### src/rtl/instr_sequencer_pkg.sv
// Shared definitions for the instruction sequencer and the core it feeds:
// sequencer states, the NOP encoding and the default end-of-run opcode.
package instr_sequencer_pkg;

    typedef enum logic [1:0] {
        IDLE = 2'd0,
        RUN  = 2'd1,
        HALT = 2'd2
    } seq_state_e;

    localparam logic [5:0] NOP_INSTR       = 6'h00;
    localparam logic [5:0] DEFAULT_HALT_OP = 6'h3F;

endpackage

### src/rtl/instr_sequencer_prog_store.sv
// Program store: DEPTH x 6-bit words, one synchronous write port and one
// asynchronous read port. Contents are deliberately not reset.
module prog_store #(
    parameter int unsigned DEPTH = 16,
    parameter int unsigned AW    = $clog2(DEPTH)
) (
    input  logic          clk,
    input  logic          i_we,
    input  logic [AW-1:0] i_waddr,
    input  logic [5:0]    i_wdata,
    input  logic [AW-1:0] i_raddr,
    output logic [5:0]    o_rdata
);

    logic [5:0] r_mem [DEPTH];

    always_ff @(posedge clk) begin
        if (i_we) begin
            r_mem[i_waddr] <= i_wdata;
        end
    end

    assign o_rdata = r_mem[i_raddr];

endmodule

### src/rtl/instr_sequencer.sv
// Feeds a stored program to the core one word per cycle, holding the core in
// reset outside a run and bounding each run with a step watchdog.
module instr_sequencer
    import instr_sequencer_pkg::*;
#(
    parameter int unsigned DEPTH     = 16,
    parameter logic [5:0]  HALT_OP   = DEFAULT_HALT_OP,
    parameter int unsigned MAX_STEPS = 255
) (
    input  logic                     clk,
    input  logic                     rst,
    input  logic                     load_en,
    input  logic [$clog2(DEPTH)-1:0] load_addr,
    input  logic [5:0]               load_data,
    input  logic                     start,
    input  logic                     halt_req,
    input  logic                     cjump,
    output logic [5:0]               instr,
    output logic                     core_rst,
    output logic [$clog2(DEPTH)-1:0] pc,
    output logic                     running,
    output logic                     done,
    output logic                     timeout
);

    localparam int unsigned AW        = $clog2(DEPTH);
    localparam logic [7:0]  STEP_LAST = 8'(MAX_STEPS - 1);
    localparam logic [AW-1:0] PC_LAST = AW'(DEPTH - 1);

    seq_state_e    r_state, w_state_nxt;
    logic [AW-1:0] r_pc, w_pc_nxt;
    logic [7:0]    r_steps, w_steps_nxt;
    logic          r_timeout, w_timeout_nxt;
    logic [5:0]    w_mem_rd;
    logic          w_run;
    logic          w_we;

    assign w_run = (r_state == RUN);
    // Writes are blocked while the core is executing so the running program is stable.
    assign w_we  = load_en && !w_run;

    prog_store #(
        .DEPTH (DEPTH),
        .AW    (AW)
    ) u_prog_store (
        .clk     (clk),
        .i_we    (w_we),
        .i_waddr (load_addr),
        .i_wdata (load_data),
        .i_raddr (r_pc),
        .o_rdata (w_mem_rd)
    );

    always_ff @(posedge clk or negedge rst) begin
        if (!rst) begin
            r_state   <= IDLE;
            r_pc      <= '0;
            r_steps   <= '0;
            r_timeout <= 1'b0;
        end else begin
            r_state   <= w_state_nxt;
            r_pc      <= w_pc_nxt;
            r_steps   <= w_steps_nxt;
            r_timeout <= w_timeout_nxt;
        end
    end

    always_comb begin
        w_state_nxt   = r_state;
        w_pc_nxt      = r_pc;
        w_steps_nxt   = r_steps;
        w_timeout_nxt = r_timeout;
        unique case (r_state)
            IDLE, HALT: begin
                if (start) begin
                    w_state_nxt   = RUN;
                    w_pc_nxt      = '0;
                    w_steps_nxt   = '0;
                    w_timeout_nxt = 1'b0;
                end
            end
            RUN: begin
                if (r_steps != 8'hFF) begin
                    w_steps_nxt = r_steps + 8'd1;
                end
                if (halt_req) begin
                    w_state_nxt = HALT;
                end else if (w_mem_rd == HALT_OP) begin
                    w_state_nxt = HALT;
                end else if (r_steps == STEP_LAST) begin
                    w_state_nxt   = HALT;
                    w_timeout_nxt = 1'b1;
                end else if (cjump) begin
                    w_pc_nxt = w_mem_rd[AW-1:0];
                end else begin
                    w_pc_nxt = (r_pc == PC_LAST) ? '0 : r_pc + 1'b1;
                end
            end
            default: begin
                w_state_nxt = IDLE;
            end
        endcase
    end

    assign instr    = w_run ? w_mem_rd : NOP_INSTR;
    assign core_rst = !w_run;
    assign running  = w_run;
    assign done     = (r_state == HALT);
    assign timeout  = r_timeout;
    assign pc       = r_pc;

endmodule

### config.mk
export PLATFORM = sky130hd
export DESIGN_NAME = instr_sequencer
export DESIGN_NICKNAME = d
export VERILOG_FILES = /design/src/rtl/instr_sequencer_pkg.sv /design/src/rtl/instr_sequencer_prog_store.sv /design/src/rtl/instr_sequencer.sv
export SDC_FILE = /design/constraint.sdc
export NUM_CORES = 1
export LEC_CHECK = 0
export BUFFER_PORTS_ARGS = -buffer_cell sky130_fd_sc_hd__buf_2
export CAP_MARGIN = 20
export CORE_ASPECT_RATIO = 1.2
export CORE_MARGIN = 4
export CORE_UTILIZATION = 60
export CTS_CLUSTER_DIAMETER = 80
export DETAILED_ROUTE_END_ITERATION = 8
export HOLD_SLACK_MARGIN = 0.02
export PLACE_DENSITY = 0.78
export SETUP_SLACK_MARGIN = 0.3
export SKIP_CTS_REPAIR_TIMING = 1
export SYNTH_ARGS = -nofsm -noshare
export SYNTH_HDL_FRONTEND = slang
export SYNTH_HIERARCHICAL = 1
export SYNTH_SLANG_ARGS = --single-unit
### constraint.sdc
create_clock -name clk -period 2.9 [get_ports clk]
set_input_delay 0.435 -clock clk [delete_from_list [all_inputs] [get_ports clk]]
set_output_delay 0.435 -clock clk [all_outputs]
set_load 0.02 [all_outputs]
==> Word-level counts from Yosys, hierarchy flattened <==
Memory sizes are Yosys's and may differ from the RTL's.
Cells that the tools add are included.
{ "totals": {"reg_bits": 15, "ram_bits": 96, "in_bits": 16, "elab_cells": 52, "mem_count": 1} }
{ "classes": {"addsub": 2, "n_eq_ne": 13, "n_mux": 23, "n_reduce_logical": 9} }
{ "mem_list": {"columns": ["memory", "words", "word_bits", "rd", "rd_clocked_by_memory_dff", "write_ports", "line_no", "source"], "rows": [
  ["u_prog_store.r_mem", 16, 6, 1, 0, 1, "instr_sequencer_prog_store.sv:15", "logic [5:0] r_mem [DEPTH];"]
]} }
{ "ops": {"columns": ["operator", "n"], "rows": [
  ["2-to-1 mux 4 bit", 6],
  ["2-to-1 mux 8 bit", 2],
  ["case mux 8 bit (2 select lines)", 1],
  ["AND reduction 5 bit", 2],
  ["adder 8 x 1 -> 8 bit (second input constant)", 1],
  ["equality test 8 bit (second input constant)", 1],
  ["2-to-1 mux 2 bit", 4],
  ["inequality test 2 bit (second input constant)", 4],
  ["inequality test 8 bit (second input constant)", 1],
  ["case mux 4 bit (2 select lines)", 1],
  ["equality test 6 bit (second input constant)", 1],
  ["2-to-1 mux 1 bit", 6],
  ["2-to-1 mux 6 bit", 1],
  ["adder 4 x 1 -> 4 bit (second input constant)", 1],
  ["equality test 4 bit (second input constant)", 1],
  ["inequality test 2 x 1 -> 1 bit (second input constant)", 2],
  ["inequality test 4 x 2 -> 1 bit (second input constant)", 1],
  ["case mux 2 bit (2 select lines)", 1],
  ["AND reduction 3 bit", 1],
  ["equality test 2 x 1 -> 1 bit (second input constant)", 1],
  ["equality test 2 bit (second input constant)", 1],
  ["zero test 2 bit", 1],
  ["case mux 1 bit (2 select lines)", 1],
  ["AND reduction 2 bit", 1],
  ["other kinds (4)", 4]
]} }

==> Logic depth before layout (Yosys ltp) <==
Gate-level depths: netlist of the first run.
{ "depth": {"ltp_word": 7, "ltp_mapped": 9} }

==> Cells and area by module <==
The synthesis of the first run kept the hierarchy.
{ "modules_own_cells": {"columns": ["module", "n_inst", "cells_each", "area_per_inst_um2"], "rows": [
  ["prog_store", 1, 172, 3774.9],
  ["instr_sequencer", 1, 99, 967.2]
]} }

==> Least setup slack after synthesis of the first run <==
Ideal clock, no wire load.
{ "synth_path": {"path_type": "reg-to-reg", "start": "register r_pc[0] (netlist: pc[0])", "end": "register r_pc[0] (netlist: pc[0])", "setup_ps": 125, "arrival_time_ps": 2396, "required_time_ps": 2775, "slack_ps": 379, "stages_incl_launch_ff": 10, "path_cell_list": "dfrtp_1 -> buf_6 -> buf_6 -> mux4_1 -> a22oi_1 -> nand2_1 -> nand4_1 -> o32ai_2 -> a21oi_4 -> mux2_4"} }
{ "synth_between": {"elab_cells_between_ends": 12} }
{ "synth_rtl": {"columns": ["item", "line_no", "source"], "rows": [
  ["start, declared", "instr_sequencer.sv:31", "logic [AW-1:0] r_pc, w_pc_nxt;"],
  ["start signal, assigned", "instr_sequencer.sv:62", "r_pc <= w_pc_nxt;"],
  ["memory read (16 x 6 bit)", null, null],
  ["via w_mem_rd[1]", "instr_sequencer.sv:34", "logic [5:0] w_mem_rd;"],
  ["equality test 6 bit", "instr_sequencer.sv:88", "end else if (w_mem_rd == HALT_OP) begin"],
  ["inequality test 2 bit (no line)", null, null],
  ["AND reduction 5 bit (no line)", null, null]
]} }
The timed path passes the listed nets, and every way through them passes these cells. The select of a mux whose other input is x is not followed.
A chain may end at the register's enable or synchronous reset.

==> Final worst setup path of the first run <==
{ "layout_path": {"start": "register r_pc[0] (netlist: pc[0])", "end": "output instr[1]"} }
{ "layout_between": {"elab_chain_len": 2} }
{ "layout_lines": {"columns": ["item", "line_no", "source"], "rows": [
  ["memory read (16 x 6 bit)", null, null],
  ["via w_mem_rd[1]", "instr_sequencer.sv:34", null],
  ["2-to-1 mux 6 bit", "instr_sequencer.sv:105", "assign instr = w_run ? w_mem_rd : NOP_INSTR;"],
  ["end, declared", "instr_sequencer.sv:18", "output logic [5:0] instr,"]
]} }
The timed path passes the listed nets, and every way through them passes these cells.

==> reports/results.ini, run 1 <==
[status]
run_status=complete, no violations

[synthesis]
synth_cell_types=48
ys_seq_area_share_pct=68.71
syn_area_um2=4742
yosysMostFrequentCell=edfxtp_1
synth_common_cells=edfxtp_1 (96), nor2_1 (23), dfrtp_1 (15)
synth_edf_count=96
synthCells=271
yosys-top-cells-area=edfxtp_1 (61%), dfrtp_1 (7.9%), mux4_1 (6.6%), mux4_2 (5.7%), a22oi_1 (2.1%)
synthesis.nets=290
synth_ff_type=edfxtp_1
synthArstFlopShare_pct=13.51
synth_largest_area_cell=edfxtp_1
syn-mean-instance-area_um2=17.50
yosys_warnings=6
synth_seq_cells=111
netlist.area_leader.share_pct=60.79

[finish]
multi_input_area_um2=1399
seqCellArea_um2=3259
antenna_cells=0
area_growth_pct=13.46
n_fill_cell=505
nets=340
drive_above_1_share_pct=36.50

[floorplan]
core_area_um2=7707
io_pins=30
die_x_um=89.16
die_y_um=105.4
start_util_pct=61.53
dieArea_um2=9396
rows=35

[global_route]
track_usage_pct=19.96
antenna_found_initial=0
overflow=0
grt_max_degree=31
grt_pass1_vias=2541
grt_pass1_wl_mm=13.66

[power_and_ir_drop]
p_seq_share_pct=44.1
internal_power_mw=2.873
p_switching_mw=1.446
pwr-share-comb_pct=34.8
p_total_mw=4.319
power_frac_clock_pct=21.1
sw_frac_of_total_pct=33.48
p_leak_nw=1.851
cellPowerDensity_nw_per_um2=802.7
peakVddDrop_mv=0.6442

[setup_path]
cp.depth=6
critPathMaxFanout=6
crit_type=reg -> out
cp-end-kind=primary output
rr_startpoint=pc[0]
max_stage_delay_ns=0.51
slowest_stage=mux4_2
crit_family=multiplexers
timing.rr.end=pc[1]
path_buf_inv=2
cp_cell_sequence=clkbuf_16 > mux4_2 > a22oi_1 > nand2_2 > and2_4 > buf_6
critPathRequiredTime_ns=2.47
crit_arrival_ns=2.21
rr_worst_depth=9
reg2reg_setup_slack_ns=0.27
start_kind=flop

[sta]
setup_viol=0
final_hold_viol_count=0
drv_slew=0
rsz0062_at_grt=yes
finClkSkew_ns=0.01548
worstMarginPinSlew_ns=0.6966
fin_crit_sh_pct=91.37
fmax_mhz=377.4
tns_ns=0
relSlewSlack_pct=53.39
fin_crit_ns=2.650
holdWs_ns=0.3476

[place]
place_congestion=0.8605
port_buffers=29
hpwl_mm=6.008

[drt]
vias_per_cell=6.411
dr.pass1.iters=4
drtIter0Drc=270
routed_wl_mm=9.267
ant_nets=0
drc_errors=0
vias=2680
routedWlPerCell_um=22.17

[cts]
numClockSinks=111
numCtsBuffers=9
h-tree-depth=3
clkSlewWorstSetupHoldPaths_ns=0.11
clk_latency_ns=0.37
cts_root_buf=clkbuf_8
clockBufferDepth=2
cts_tree=done

[worst_hold_path]
hold_path_end=r_state[1]
min_path_cells=3
hold_class=in -> reg
hold_start=start

[job]
cap_violations=0

worst max path at each step:
stage                     startpoint       end
after floorplan                pc[0]     pc[0]
after global placement         pc[0]     pc[0]
after detailed placement       pc[0]     pc[1]
after CTS                      pc[0]  instr[5]
after global routing           pc[3]     pc[1]
final                          pc[0]  instr[1]
sequential cells by signal (all words and copies together), names as in the netlist:
signal	cells
r_state	2
timeout	1
r_steps	8
u_prog_store/r_mem	96
pc	4
power groups by stage:
stage / registers (mW) / logic (mW) / clock network, mW
after global placement: 1.92 / 1.16 / 0
after detailed placement: 1.92 / 1.18 / 0
final: 1.90 / 1.50 / 0.911
after floorplan: 1.93 / 0.866 / 0
after CTS: 1.88 / 1.19 / 0.933
after global routing: 1.91 / 1.61 / 1.00
worst register-to-register path: stages, from the launching register on:
cell and delay (ns):
dfrtp_2 0.50, clkbuf_16 0.21, mux4_2 0.51, a22oi_1 0.25, nand2_2 0.11, buf_4 0.14
nand4_1 0.12, o32ai_2 0.13, a21oi_4 0.23, mux2_4 0.33
cell type report:
cell class | count | share of cell area [%]
repair buffers | 48 | 6.791
well taps | 92 | 2.140
clock inverters | 7 | 1.512
multi-input cells | 142 | 26.00
clock buffers | 9 | 2.302
inverters | 9 | 0.6744
flip-flops and latches | 111 | 60.58
through the flow:
| stage | instances | utilization [%] | setup WS, ns | instance area (µm²) |
|---|---|---|---|---|
| 6_report | 418 | 69.81 | 0.2504 | 5380 |
| 5_1_grt | 418 | 69.81 | 0.1446 | 5380 |
| 4_1_cts | 408 | 67.61 | 0.1123 | 5211 |
| 3_5_place_dp | 392 | 64.95 | 0.3448 | 5006 |
| 3_3_place_gp | 392 | 64.95 | 0.4007 | 5006 |
| 2_1_floorplan | 271 | - | 0.3791 | 4742 |
routing by layer:
metal  share of wire (%)  global-route usage [%]  vias up
li1                    -                       -     1180
met1                  40                   27.92     1377
met2                  52                   31.77      110
met3                 6.1                   3.909       13
met4                 2.1                   6.170        0
met5                   0                       0        -
cell families after synthesis:
kind of cell | count (synthesis) | synth area share (%)
and+or+nand+nor | 72 | 8.074
buffers and inverters | 18 | 2.375
adders and majority gates | 3 | 0.7916
xor gates and xnor gates | 1 | 0.1847
AOI/OAI and AO/OA | 35 | 5.726
DFF | 111 | 68.71
muxes | 31 | 14.14
cells in the final DEF, fill, tap and decap left out, types with 5 or more instances in the layout:
| master | instances |
|---|---|
| inv_1 | 7 |
| nand2_2 | 6 |
| clkbuf_8 | 9 |
| edfxtp_1 | 96 |
| buf_4 | 16 |
| and2_1 | 5 |
| nor2_1 | 23 |
| a22oi_2 | 10 |
| dfrtp_1 | 14 |
| nand2_1 | 8 |
| nor3_1 | 5 |
| buf_2 | 24 |
| mux4_2 | 24 |
| a21oi_1 | 5 |
No activity file was read; power rests on OpenSTA's default activity.
==> inputs of run 2 (changes only) <==
--- a/config.mk
+++ b/config.mk
@@ -12,6 +12,7 @@
 export CORE_UTILIZATION = 60
 export CTS_CLUSTER_DIAMETER = 80
 export DETAILED_ROUTE_END_ITERATION = 8
+export GPL_TIMING_DRIVEN = 0
 export HOLD_SLACK_MARGIN = 0.02
 export PLACE_DENSITY = 0.78
 export SETUP_SLACK_MARGIN = 0.3
==> reports/results.ini, run 2 (synthesis results as in run 1) <==
[setup_path]
critPathRequiredTime_ns=2.47  ; about the same
rr_worst_depth=9  ; unchanged
timing.rr.end=pc[1]
start_kind=flop
max_stage_delay_ns=0.53  ; +0.02 ns
crit_arrival_ns=2.24  ; +0.03 ns
reg2reg_setup_slack_ns=0.36  ; +0.09 ns
rr_startpoint=pc[0]
crit_type=reg -> out
slowest_stage=mux4_2
cp_cell_sequence=buf_12 > buf_12 > mux4_2 > a22oi_2 > nand2_2 > and2_1 > buf_2
critPathMaxFanout=7  ; +1
critPathMostFrequentCell=buf_12
cp-end-kind=primary output

[drt]
routedWlPerCell_um=21.77  ; -1.8%
vias_per_cell=6.260  ; -2.4%
drc_errors=0  ; unchanged
drtIter0Drc=201  ; -26%
ant_nets=0  ; unchanged
vias=2573  ; -4.0%
routed_wl_mm=8.949  ; -3.4%
dr.pass1.iters=5  ; +1

[cts]
cts_tree=done
numClockSinks=111  ; unchanged
h-tree-depth=3  ; unchanged
clk_latency_ns=0.37  ; about the same
clockBufferDepth=2  ; unchanged
cts_root_buf=clkbuf_8
numCtsBuffers=9  ; unchanged
clkSlewWorstSetupHoldPaths_ns=0.10  ; about the same

[finish]
layout_commonest_cell=edfxtp_1
nets=333  ; -2.1%
largest_register_ffs=96  ; unchanged
top_register=u_prog_store/r_mem
fin_cells=411  ; -1.7%
final_cell_mix=edfxtp_1 (96), buf_2 (25), nor2_1 (23)
multi_input_area_um2=1430  ; +2.2%
n_fill_cell=523  ; +3.6%
fin_util_pct=69.27  ; -0.54 points
drive_above_1_share_pct=33.23  ; -3.3 points
antenna_cells=0  ; unchanged
area_growth_pct=12.59
design_area_um2=5339  ; -0.77%
seqCellArea_um2=3261  ; about the same

[floorplan]
die_x_um=89.16  ; unchanged
dieArea_um2=9396  ; unchanged
die_y_um=105.4  ; unchanged
io_pins=30  ; unchanged
start_util_pct=61.53  ; unchanged
rows=35  ; unchanged
core_area_um2=7707  ; unchanged

[power_and_ir_drop]
p_leak_nw=1.808  ; -2.3%
peakVddDrop_mv=0.7344  ; +14%
p_total_mw=4.188  ; -3.0%
sw_frac_of_total_pct=32.34  ; -1.1 points
power_frac_clock_pct=20.1  ; -1.0 points
p_switching_mw=1.354  ; -6.3%
cellPowerDensity_nw_per_um2=784.5  ; -2.3%
internal_power_mw=2.834  ; -1.3%
pwr-share-comb_pct=34.6  ; -0.2 points
p_seq_share_pct=45.3  ; +1.2 points

[place]
hpwl_mm=5.864  ; -2.4%
placed_area_um2=4997  ; -0.17%
port_buffers=28  ; -3.4%
place_congestion=0.8240  ; -4.2%
dp_cells=391  ; -0.26%
pre_cts_slack_ns=0.08845  ; -0.2563 ns

[global_route]
grt_pass1_vias=2538  ; -0.12%
overflow=0  ; unchanged
antenna_found_initial=0  ; unchanged
track_usage_pct=20.15  ; +0.18 points
grt_pass1_wl_mm=13.63  ; -0.21%
grt_max_degree=20  ; -35%

[sta]
relSlewSlack_pct=28.43  ; -25 points
setup_viol=0  ; unchanged
worstMarginPinSlew_ns=1.065  ; +0.3688 ns
fmax_mhz=374.2  ; -0.86%
holdWs_ns=0.3361  ; -0.01151 ns
fin_crit_sh_pct=92.15  ; +0.79 points
fin_crit_ns=2.672  ; +0.02288 ns
finClkSkew_ns=0.007554  ; -0.007921 ns
drv_slew=0  ; unchanged
setup_ws_ns=0.2275  ; -0.02288 ns
rsz0062_at_grt=yes
final_hold_viol_count=0  ; unchanged
tns_ns=0  ; unchanged

[worst_hold_path]
hold_path_end=r_state[1]
hold_start=start
min_path_cells=3  ; unchanged
hold_class=in -> reg

[job]
cap_violations=0  ; unchanged

[status]
run_status=complete, no violations

-- run 2: cell types whose count changed in the layout (fill, tap and decap cells not counted), sizes merged --
cell      before  now
buf           45   37
clkinv         3    1
clkbuf        11   12
inv           13   12
clkinvlp       0    3
-- run 2: how the worst max path moves through the flow --
stage	slack [ns]	from	endpoint
after floorplan	0.38	pc[0]	pc[0]
after global placement	0.1	pc[0]	pc[3]
after detailed placement	0.09	pc[0]	pc[1]
after CTS	-0.11	pc[0]	instr[2]
after global routing	0.12	pc[0]	instr[3]
final	0.23	pc[0]	instr[0]
-- run 2: critical path, delay by kind of cell, from the launching register on --
| kind | cells | cell delay (ns) |
|---|---|---|
| compound gates | 1 | 0.23 |
| buf+inv | 3 | 0.43 |
| flops | 1 | 0.41 |
| mux | 1 | 0.53 |
| simple gates | 2 | 0.26 |
-- run 2: layout make-up --
class | count | area share [%]
buffer | 9 | 2.039
clock buffer | 9 | 2.320
clock inverter | 7 | 1.031
inverter | 9 | 0.6796
multi-input combinational | 142 | 26.79
sequential | 111 | 61.07
tap | 92 | 2.156
timing repair buffer | 32 | 3.914
-- run 2: power groups by stage --
stage / sequential [mW] / combinational, mW / clock, mW
finish: 1.90 / 1.45 / 0.840
global route: 1.91 / 1.56 / 0.943
CTS: 1.90 / 1.19 / 0.858
detailed placement: 1.93 / 1.19 / 0
global placement: 1.93 / 1.17 / 0
floorplan: 1.93 / 0.866 / 0
-- run 2: metal layers --
layer | wire length (µm) | GRT usage [%] | vias up
met3 | 562 | 3.987 | 10
met1 | 3767 | 29.56 | 1302
met5 | 0 | 0 | -
met4 | 121 | 7.447 | 0
met2 | 4499 | 30.14 | 92
li1 | - | - | 1169
==> inputs of run 3 (changes only) <==
--- a/config.mk
+++ b/config.mk
@@ -7,7 +7,6 @@
 export LEC_CHECK = 0
 export BUFFER_PORTS_ARGS = -buffer_cell sky130_fd_sc_hd__buf_2
 export CAP_MARGIN = 20
-export CORE_ASPECT_RATIO = 1.2
 export CORE_MARGIN = 4
 export CORE_UTILIZATION = 60
 export CTS_CLUSTER_DIAMETER = 80
@@ -15,8 +14,10 @@
 export GPL_TIMING_DRIVEN = 0
 export HOLD_SLACK_MARGIN = 0.02
 export PLACE_DENSITY = 0.78
+export RECOVER_POWER = 100
 export SETUP_SLACK_MARGIN = 0.3
 export SKIP_CTS_REPAIR_TIMING = 1
+export SLEW_MARGIN = 15
 export SYNTH_ARGS = -nofsm -noshare
 export SYNTH_HDL_FRONTEND = slang
 export SYNTH_HIERARCHICAL = 1
==> reports/results.ini, run 3 (synthesis results as in run 1) <==
[status]
run_status=complete, no violations

[setup_path]
critPathMaxFanout=10  ; +3
crit_arrival_ns=2.23  ; about the same
startpoint=pc[1]
critPathRequiredTime_ns=2.47  ; about the same
cp-end-kind=primary output
start_kind=flop
path_buf_inv=3  ; unchanged
slowest_stage=dfrtp_1
rr_startpoint=r_state[0]
cp_cell_sequence=clkbuf_4 > buf_6 > mux4_2 > a22oi_2 > nand2_2 > and2_4 > buf_6
max_stage_delay_ns=0.46  ; -0.07 ns
crit_family=buffers and inverters
crit_type=reg -> out
critPathMostFrequentCell=buf_6

[power_and_ir_drop]
p_switching_mw=1.377  ; +1.7%
sw_frac_of_total_pct=32.45  ; +0.12 points
p_leak_nw=1.778  ; -1.7%
p_seq_share_pct=44.6  ; -0.7 points
power_frac_clock_pct=20.6  ; +0.5 points
p_total_mw=4.242  ; +1.3%
internal_power_mw=2.866  ; +1.1%
cellPowerDensity_nw_per_um2=794.8  ; +1.3%
pwr-share-comb_pct=34.8  ; +0.2 points
peakVddDrop_mv=0.3656  ; -50%

[finish]
antenna_cells=0  ; unchanged
largest_register_ffs=96  ; unchanged
n_fill_cell=529  ; +1.1%
area_growth_pct=12.56  ; about the same
top_register=u_prog_store/r_mem
layout_commonest_cell=edfxtp_1
fin_util_pct=69.43  ; +0.16 points
design_area_um2=5338  ; about the same
final_cell_mix=edfxtp_1 (96), nor2_1 (22), mux4_2 (19)
nets=337  ; +1.2%
drive_above_1_share_pct=27.95  ; -5.3 points

[place]
port_buffers=28  ; unchanged
hpwl_mm=5.895  ; +0.53%
place_congestion=0.7782  ; -5.6%
placed_area_um2=5010  ; +0.25%

[cts]
cts_tree=done
cts_root_buf=clkbuf_8
clk_latency_ns=0.37  ; about the same
numClockSinks=111  ; unchanged
numCtsBuffers=9  ; unchanged
clockBufferDepth=2  ; unchanged
clkSlewWorstSetupHoldPaths_ns=0.11  ; about the same
h-tree-depth=3  ; unchanged

[worst_hold_path]
hold_class=in -> reg
hold_start=start

[floorplan]
core_area_um2=7687  ; -0.26%
dieArea_um2=9390  ; about the same
io_pins=30  ; unchanged
die_y_um=96.90  ; -8.1%
die_x_um=96.90  ; +8.7%
rows=32  ; -8.6%
start_util_pct=61.69  ; +0.16 points

[sta]
finClkSkew_ns=0.006938  ; -0.0006160 ns
holdWs_ns=0.3462  ; +0.01012 ns
drv_slew=0  ; unchanged
rsz0062_at_grt=yes
fmax_mhz=375.3  ; +0.29%
fin_crit_ns=2.665  ; -0.007752 ns
fin_crit_sh_pct=91.89  ; -0.27 points
final_hold_viol_count=0  ; unchanged
relSlewSlack_pct=32.26  ; +3.8 points
setup_viol=0  ; unchanged
worstMarginPinSlew_ns=1.008  ; -0.05710 ns

[drt]
ant_nets=0  ; unchanged
routedWlPerCell_um=20.97  ; -3.7%
vias=2579  ; +0.23%
vias_per_cell=6.083  ; -2.8%
drc_errors=0  ; unchanged
dr.pass1.iters=4  ; -1
drtIter0Drc=154  ; -23%
routed_wl_mm=8.890  ; -0.66%

[global_route]
overflow=0  ; unchanged
grt_max_degree=21  ; +5.0%
grt_pass1_vias=2587  ; +1.9%
grt_pass1_wl_mm=14.11  ; +3.5%
track_usage_pct=19.75  ; -0.40 points
antenna_found_initial=0  ; unchanged

[job]
cap_violations=0  ; unchanged

-- run 3: final cells by class --
type	instances	area [µm²]	area share, %
clock inverters	6	62.56	1.172
inverters	9	35.03	0.6564
repair buffers	36	234.0	4.383
clock buffers	9	123.9	2.321
well taps	102	127.6	2.391
plain buffers	9	103.9	1.946
multi-input cells	142	1391	26.07
flip-flops and latches	111	3259	61.06
-- run 3: per-stage QoR --
step                      instances  setup slack, ns  TNS, ns
after floorplan                 271           0.3791        0
final                           424           0.2353        0
after global routing            424          0.09766        0
after CTS                       416          -0.1706  -0.6509
after detailed placement        401         0.006986        0
after global placement          401          0.05323        0
-- run 3: path summary, 6_finish.rpt --
kind	end	slack [ns]	cells past startpoint
hold reg to reg	r_steps[7]	0.54	1
setup / recovery	instr[0]	0.24	7
hold / removal	r_state[1]	0.35	3
max in group asynchronous	pc[0]	1.67	2
setup reg to reg	u_prog_store/r_mem[0][2]	0.27	5
min in group asynchronous	r_steps[6]	0.67	2
-- run 3: layer usage --
layer  vias to the layer above  track usage (%)  routed length [µm]
met3                         9            4.903                 574
li1                       1175                -                   -
met2                        85            31.10                4285
met1                      1310            28.01                3922
met4                         0            5.184                 108
met5                         -                0                   0
-- run 3: worst min-delay path: cells and delay by family --
| family | cells | cell delay, ns |
|---|---|---|
| compound gates | 1 | 0.11 |
| buf+inv | 2 | 0.14 |
-- run 3: power by group through the flow --
| stage | logic [mW] | registers, mW | clock network (mW) |
|---|---|---|---|
| 2_1_floorplan | 0.866 | 1.93 | 0 |
| 3_3_place_gp | 1.18 | 1.93 | 0 |
| 3_5_place_dp | 1.20 | 1.93 | 0 |
| 4_1_cts | 1.21 | 1.90 | 0.891 |
| 5_1_grt | 1.59 | 1.90 | 0.956 |
| 6_report | 1.48 | 1.89 | 0.874 |
